[config.mk]
export PLATFORM = sky130hd
export DESIGN_NAME = rv32_m_lsu_sequencer
export DESIGN_NICKNAME = d
export VERILOG_FILES = /design/src/rtl/rv32_m_lsu_sequencer.sv
export SDC_FILE = /design/constraint.sdc
export NUM_CORES = 1
export LEC_CHECK = 0
export CAP_MARGIN = 20
export CORE_UTILIZATION = 30
export CTS_BUF_LIST = sky130_fd_sc_hd__clkbuf_8
export DETAILED_ROUTE_END_ITERATION = 10
export PLACE_DENSITY = 0.57
export SLEW_MARGIN = 15
export SYNTH_ARGS = -nofsm -noshare
export SYNTH_HDL_FRONTEND = slang
export SYNTH_SLANG_ARGS = --single-unit
[constraint.sdc]
create_clock -name clk_i -period 3.34 [get_ports clk_i]
set_input_delay 0.835 -clock clk_i [delete_from_list [all_inputs] [get_ports clk_i]]
set_output_delay 0.835 -clock clk_i [all_outputs]
set_load 0.005 [all_outputs]
[src/rtl/rv32_m_lsu_sequencer.sv]
// rtl/rv32_m_lsu_sequencer.sv - LSU load/store sequencer onto a 32-bit word memory port
// Splits misaligned accesses into two aligned beats and merges/extends the read data.
module rv32_m_lsu_sequencer #(
  parameter bit ALLOW_MISALIGNED = 1'b1
) (
  input  logic        clk_i,
  input  logic        rst_ni,
  input  logic        req_valid_i,
  output logic        req_ready_o,
  input  logic        req_we_i,
  input  logic [2:0]  req_funct3_i,
  input  logic [31:0] req_addr_i,
  input  logic [31:0] req_wdata_i,
  output logic        rsp_valid_o,
  output logic [31:0] rsp_rdata_o,
  output logic        rsp_err_o,
  output logic        mem_req_o,
  input  logic        mem_gnt_i,
  output logic [31:0] mem_addr_o,
  output logic [3:0]  mem_be_o,
  output logic [31:0] mem_wdata_o,
  input  logic        mem_rvalid_i,
  input  logic [31:0] mem_rdata_i
);

  typedef enum logic [2:0] {IDLE, REQ0, WAIT0, REQ1, WAIT1, RESP} state_t;

  state_t      state_q, state_d;
  logic        we_q;
  logic [2:0]  f3_q;
  logic [31:0] addr_q;
  logic [31:0] wdata_q;
  logic [31:0] r0_q;
  logic [31:0] r1_q;
  logic        err_q;

  function automatic logic [2:0] size_of(input logic [1:0] sz);
    case (sz)
      2'b00:   return 3'd1;
      2'b01:   return 3'd2;
      default: return 3'd4;
    endcase
  endfunction

  function automatic logic crosses_word(input logic [1:0] off, input logic [1:0] sz);
    logic [2:0] last;
    last = {1'b0, off} + size_of(sz);
    return last > 3'd4;
  endfunction

  function automatic logic illegal_f3(input logic we, input logic [2:0] f3);
    if (f3[1:0] == 2'b11) return 1'b1;
    if (we) return f3[2];
    return f3 == 3'b110;
  endfunction

  logic        req_err;
  logic        two_beat;
  logic [7:0]  base_mask;
  logic [7:0]  m8;
  logic [63:0] wd64;
  logic [63:0] rd64;
  logic [31:0] load_data;
  logic [31:0] word_addr;

  assign req_err   = illegal_f3(req_we_i, req_funct3_i) ||
                     (!ALLOW_MISALIGNED && crosses_word(req_addr_i[1:0], req_funct3_i[1:0]));
  assign two_beat  = crosses_word(addr_q[1:0], f3_q[1:0]);
  assign word_addr = {addr_q[31:2], 2'b00};
  assign m8        = base_mask << addr_q[1:0];
  assign wd64      = {32'b0, wdata_q} << {addr_q[1:0], 3'b000};
  assign rd64      = {r1_q, r0_q} >> {addr_q[1:0], 3'b000};

  always_comb begin
    base_mask = 8'h0F;
    case (f3_q[1:0])
      2'b00:   base_mask = 8'h01;
      2'b01:   base_mask = 8'h03;
      default: base_mask = 8'h0F;
    endcase
  end

  // funct3[2] selects zero extension (LBU/LHU)
  always_comb begin
    load_data = rd64[31:0];
    case (f3_q[1:0])
      2'b00:   load_data = f3_q[2] ? {24'b0, rd64[7:0]}  : {{24{rd64[7]}}, rd64[7:0]};
      2'b01:   load_data = f3_q[2] ? {16'b0, rd64[15:0]} : {{16{rd64[15]}}, rd64[15:0]};
      default: load_data = rd64[31:0];
    endcase
  end

  always_ff @(posedge clk_i or negedge rst_ni) begin
    if (!rst_ni) state_q <= IDLE;
    else         state_q <= state_d;
  end

  always_comb begin
    state_d     = state_q;
    req_ready_o = 1'b0;
    rsp_valid_o = 1'b0;
    rsp_rdata_o = 32'b0;
    rsp_err_o   = 1'b0;
    mem_req_o   = 1'b0;
    mem_addr_o  = 32'b0;
    mem_be_o    = 4'b0;
    mem_wdata_o = 32'b0;
    case (state_q)
      IDLE: begin
        req_ready_o = rst_ni;
        if (req_valid_i) state_d = req_err ? RESP : REQ0;
      end
      REQ0: begin
        mem_req_o   = 1'b1;
        mem_addr_o  = word_addr;
        mem_be_o    = we_q ? m8[3:0] : 4'b0;
        mem_wdata_o = wd64[31:0];
        if (mem_gnt_i) state_d = WAIT0;
      end
      WAIT0: begin
        if (mem_rvalid_i) state_d = two_beat ? REQ1 : RESP;
      end
      REQ1: begin
        mem_req_o   = 1'b1;
        mem_addr_o  = word_addr + 32'd4;
        mem_be_o    = we_q ? m8[7:4] : 4'b0;
        mem_wdata_o = wd64[63:32];
        if (mem_gnt_i) state_d = WAIT1;
      end
      WAIT1: begin
        if (mem_rvalid_i) state_d = RESP;
      end
      RESP: begin
        rsp_valid_o = 1'b1;
        rsp_err_o   = err_q;
        rsp_rdata_o = (we_q || err_q) ? 32'b0 : load_data;
        state_d     = IDLE;
      end
      default: state_d = IDLE;
    endcase
  end

  always_ff @(posedge clk_i or negedge rst_ni) begin
    if (!rst_ni) begin
      we_q    <= 1'b0;
      f3_q    <= 3'b0;
      addr_q  <= 32'b0;
      wdata_q <= 32'b0;
      r0_q    <= 32'b0;
      r1_q    <= 32'b0;
      err_q   <= 1'b0;
    end else begin
      if (state_q == IDLE && req_valid_i) begin
        we_q    <= req_we_i;
        f3_q    <= req_funct3_i;
        addr_q  <= req_addr_i;
        wdata_q <= req_wdata_i;
        err_q   <= req_err;
      end
      if (state_q == WAIT0 && mem_rvalid_i) r0_q <= mem_rdata_i;
      if (state_q == WAIT1 && mem_rvalid_i) r1_q <= mem_rdata_i;
    end
  end

endmodule

-- Yosys cells after proc, flatten, opt, wreduce, memory -nomap -nowiden
Index checks and enable logic that the tools add are counted.
- register bits: 136
- logic and storage cells: 66
- reduce and logical (&&, ||, !) cells: 8
- muxes and demuxes: 31
- $add $sub $neg: 2
- eq/ne operators: 13
- shift-type cells: 3
- order comparisons: 1
- operators by type and width (cell ; number):
    $pmux 32 s2 ; 3
    $mux 32 ; 4
    $shl 32x5->64 ; 1
    $shr 64x5->32 ; 1
    $add 32x3->32 const B ; 1
    $mux 3 ; 7
    $pmux 4 s2 ; 2
    $pmux 3 s5 ; 1
    $mux 1 ; 11
    $ne 2x2->1 const B ; 5
    $eq 3x3->1 const B ; 3
    $mux 4 ; 2
    $shl 8x2->8 ; 1
    $eq 3x2->1 const B ; 2
    $pmux 3 s2 ; 1
    $reduce_and 5->1 ; 1
    $add 2x3->3 ; 1
    $eq 3x1->1 const B ; 1
    $gt 3x3->1 const B ; 1
    $logic_and 1x1->1 ; 3
    $logic_not 3->1 ; 1
    $eq 2x1->1 const B ; 1
    $eq 2x2->1 const B ; 1
    $logic_not 2->1 ; 1
    2 further kinds ; 2

-- Longest topological paths before layout
- depth after elaboration: 8
- mapped depth: 10
- depth with buffers taken out: 9

-- Worst setup path before layout
Ideal clock, no wire load.
- path type: reg-to-output
- start: reg addr_q[2]
- end: out mem_addr_o[28]
- stages on the path, launching flop included: 7
- setup slack: 0.568 ns
- arrival time: 1.937 ns
- required time: 2.505 ns
- buffers on the path: 1
- cells stage by stage: dfrtp_1 ha_1 inv_1 or4_1 buf_2 or4_1 a21oi_1
- cells in the longest elaborated chain, start to end: 2
- ends and longest elaborated chain (what ; RTL line ; text):
    from (decl) ; 31 ; logic [31:0] addr_q;
    from (signal assigned) ; 156 ; addr_q <= req_addr_i;
    $add 32x3->32 ; 125 ; mem_addr_o = word_addr + 32'd4;
    $pmux 32 s2 ; 108 ; case (state_q)
    to (decl) ; 19 ; output logic [31:0] mem_addr_o,
Every way passes these cells.

-- Worst setup path after layout
- start: reg addr_q[10]
- end: out mem_addr_o[28]
The elaborated chain is that of the path after synthesis.

==> metrics.yaml <==
status: "finished with violations"
violations: "negative setup slack"
yosys_warnings: 0
startpoint_type: "register"
slew_viol_final: 0
grt_pass1_vias: 6832
async_reset_ff_share_pct: 100
netlist_instances: 794
ir_worst_vdd_mv: 0.296
clock-sinks: 128
insertion_delay_ps: 440
syn2layout_area_growth_pct: 43.7
drt-initial-drc-count: 511
gp_congestion: 0.813
syn_area_mm2: 0.00778
drc: 0
worstPathArrival_ps: 2580
cts_tree: "yes"
finClkSkew_ps: 11.4
start_util_pct: 30.7
path_clk_slew_ps: 80
core_mm2: 0.0253
dieArea_mm2: 0.0266
dp_hpwl_um: 17100
grt_pass1_wl_um: 38000
htreeDepth: 4
period_share_pct: 102
synth_cell_type_count: 53
synth_seq_cells: 128
avgSynthCellArea_um2: 9.80
io-pin-count: 209
grt_start_max_net_pins: 72
clockRootBuffer: "clkbuf_8"
instances_no_fill: 1382
wl_per_cell_um: 17.9
rsz0062_at_grt: "true"
drive_above_1_share_pct: 25.3
crit_required_ps: 2500
p_leak_nw: 4.89
design_area_mm2: 0.0112
hold_path_class: "reg2reg"
clock_path_buffers: 2
seqCellArea_mm2: 0.00321
utilization_pct: 44.1
overflow: 0
numCtsBuffers: 17
rows: 58
whs_ps: 509
end_kind: "output pin"
tightestPinTransition_ps: 910
die_h_um: 163
synth_edf_count: 0
vias: 6989
fin_crit_ps: 3420
setup_tns_ps: -99.9
max_freq_mhz: 293
worst-path-max-fanout: 6
worst_slack_ps: -76.0
antenna_found_initial: 2
pwr_density_cell_mw_per_mm2: 871
via_per_inst: 5.06
io_buffers: 206
cap_viol_max_count: 0
die_w_um: 163
finalPower_mw: 9.73
drtPass1Iterations: 4
yosysSeqAreaShare_pct: 41.2
multiInputGateArea_mm2: 0.00439
fill_cells: 2479
dp_cells: 1322
placed_cell_area_mm2: 0.0104
synthFlopType: "dfrtp_1"
hold_violations: 0
finalSetupViolations: 2
track_usage_pct: 18.8
place_ws_ps: 58.6
criticalPathCategory: "reg2out"
totalWireLength_um: 24700
finish.net_count: 1147
drtAntennaViolNets: 0
relSlewSlack_pct: 39.4
==> critical path, cell delays in order, from the launching register on <==
cell and delay (ps):
dfrtp_1 360, nand4_1 170, buf_4 180, or4_4 520, buf_6 150, or4_1 470, a21oi_1 160, buf_2 140
==> flip-flops by register name (all words and copies together), names as in the netlist <==
| name | cells |
|---|---|
| err_q | 1 |
| wdata_q | 32 |
| r0_q | 32 |
| f3_q | 3 |
| r1_q | 24 |
| we_q | 1 |
| state_q | 3 |
| addr_q | 32 |
==> cell type report <==
cell class              instances  area share (%)
repair buffers                284            24.3
well taps                     330            3.69
flip-flops and latches        128            28.7
multi-input cells             596            39.3
clock buffers                  17            2.09
clock inverters                15            1.43
inverters                      11           0.436
diodes                          1          0.0224
==> logic make-up after synthesis <==
group	after synthesis	share of synthesized area [%]
flip-flops	128	41.2
adder cells (fa/ha/maj)	4	0.740
AND/OR/NAND/NOR	307	17.6
buffers and inverters	71	3.88
XOR/XNOR	10	1.13
multiplexers	146	25.2
other	1	0.0482
AO/OA/AOI/OAI	127	10.2
==> cell usage after synthesis (2+ instances only) <==
| master | n | share of area (%) |
|---|---|---|
| nor4_1 | 2 | 0.16 |
| or2_2 | 3 | 0.24 |
| a31oi_1 | 4 | 0.32 |
| a32o_1 | 2 | 0.26 |
| buf_4 | 2 | 0.19 |
| mux2_2 | 80 | 12 |
| nor2_1 | 28 | 1.4 |
| and3_1 | 19 | 1.5 |
| a21oi_1 | 49 | 3.2 |
| ha_1 | 3 | 0.48 |
| buf_1 | 11 | 0.53 |
| or3_1 | 6 | 0.48 |
| o21ai_0 | 25 | 1.6 |
| mux4_2 | 32 | 9.3 |
| or4_1 | 10 | 0.96 |
| nand2b_1 | 3 | 0.24 |
| a41o_1 | 4 | 0.51 |
| o22ai_1 | 10 | 0.80 |
| nand4_1 | 5 | 0.40 |
| o2bb2ai_1 | 8 | 0.90 |
| mux2i_1 | 34 | 4.4 |
| dfrtp_1 | 128 | 41 |
| buf_6 | 2 | 0.29 |
| xor2_1 | 6 | 0.68 |
| and2_1 | 7 | 0.56 |
| buf_2 | 10 | 0.64 |
| nand2_1 | 200 | 9.6 |
| clkbuf_1 | 35 | 1.7 |
| and4_1 | 3 | 0.34 |
| inv_1 | 11 | 0.53 |
| o31ai_1 | 8 | 0.77 |
| nor3_1 | 5 | 0.32 |
| xnor2_1 | 4 | 0.45 |
| nand3_1 | 9 | 0.58 |
| a22o_1 | 8 | 0.90 |
==> power by group <==
group / leakage, nW / switching, mW / internal (mW)
Sequential: 1.55 / 0.768 / 2.32
Clock: 0.191 / 0.701 / 0.673
Combinational: 3.15 / 2.37 / 2.90
Total: 4.89 / 3.84 / 5.90
==> per-layer routing <==
layer / track usage (%) / part of all wire, % / up-vias
met5: 0 / 0.036 / -
met1: 24.8 / 45 / 3441
li1: - / - / 3331
met3: 4.37 / 5.0 / 36
met2: 30.0 / 48 / 179
met4: 6.75 / 2.2 / 2
==> placed cells by master (no fill, tap or decap), types with 12 or more instances in the layout <==
master and n:
buf_4 67, and3_1 19, dlymetal6s2s_1 12, mux4_2 32, a21oi_1 44, clkbuf_8 17
nand2_1 198, clkdlybuf4s50_1 179, dfrtp_1 123, mux2i_1 34, o21ai_0 25, mux2_2 80
nor2_1 28
==> path summary, 6_finish.rpt <==
| check | from | endpoint | slack, ps | cells past startpoint |
|---|---|---|---|---|
| worst max-delay path | addr_q[10] | mem_addr_o[28] | -80 | 7 |
| worst min-delay path | r0_q[4] | r0_q[4] | 510 | 1 |
| worst max register to register | f3_q[0] | state_q[2] | 1070 | 9 |
| worst min register to register | r0_q[4] | r0_q[4] | 510 | 1 |
| max in group asynchronous | rst_ni | addr_q[0] | 1300 | 3 |
| min in group asynchronous | rst_ni | addr_q[21] | 540 | 2 |
==> what timing repair did <==
item                                   CTS  global route
setup endpoints to repair               54            50
resized for setup                       41            42
gates cloned                             1             1
endpoints found under the hold margin    0             0
buffers inserted                        10            16
pin swaps                                6             6
hold buffers                             0             0
Power figures use the tool's default switching activity.
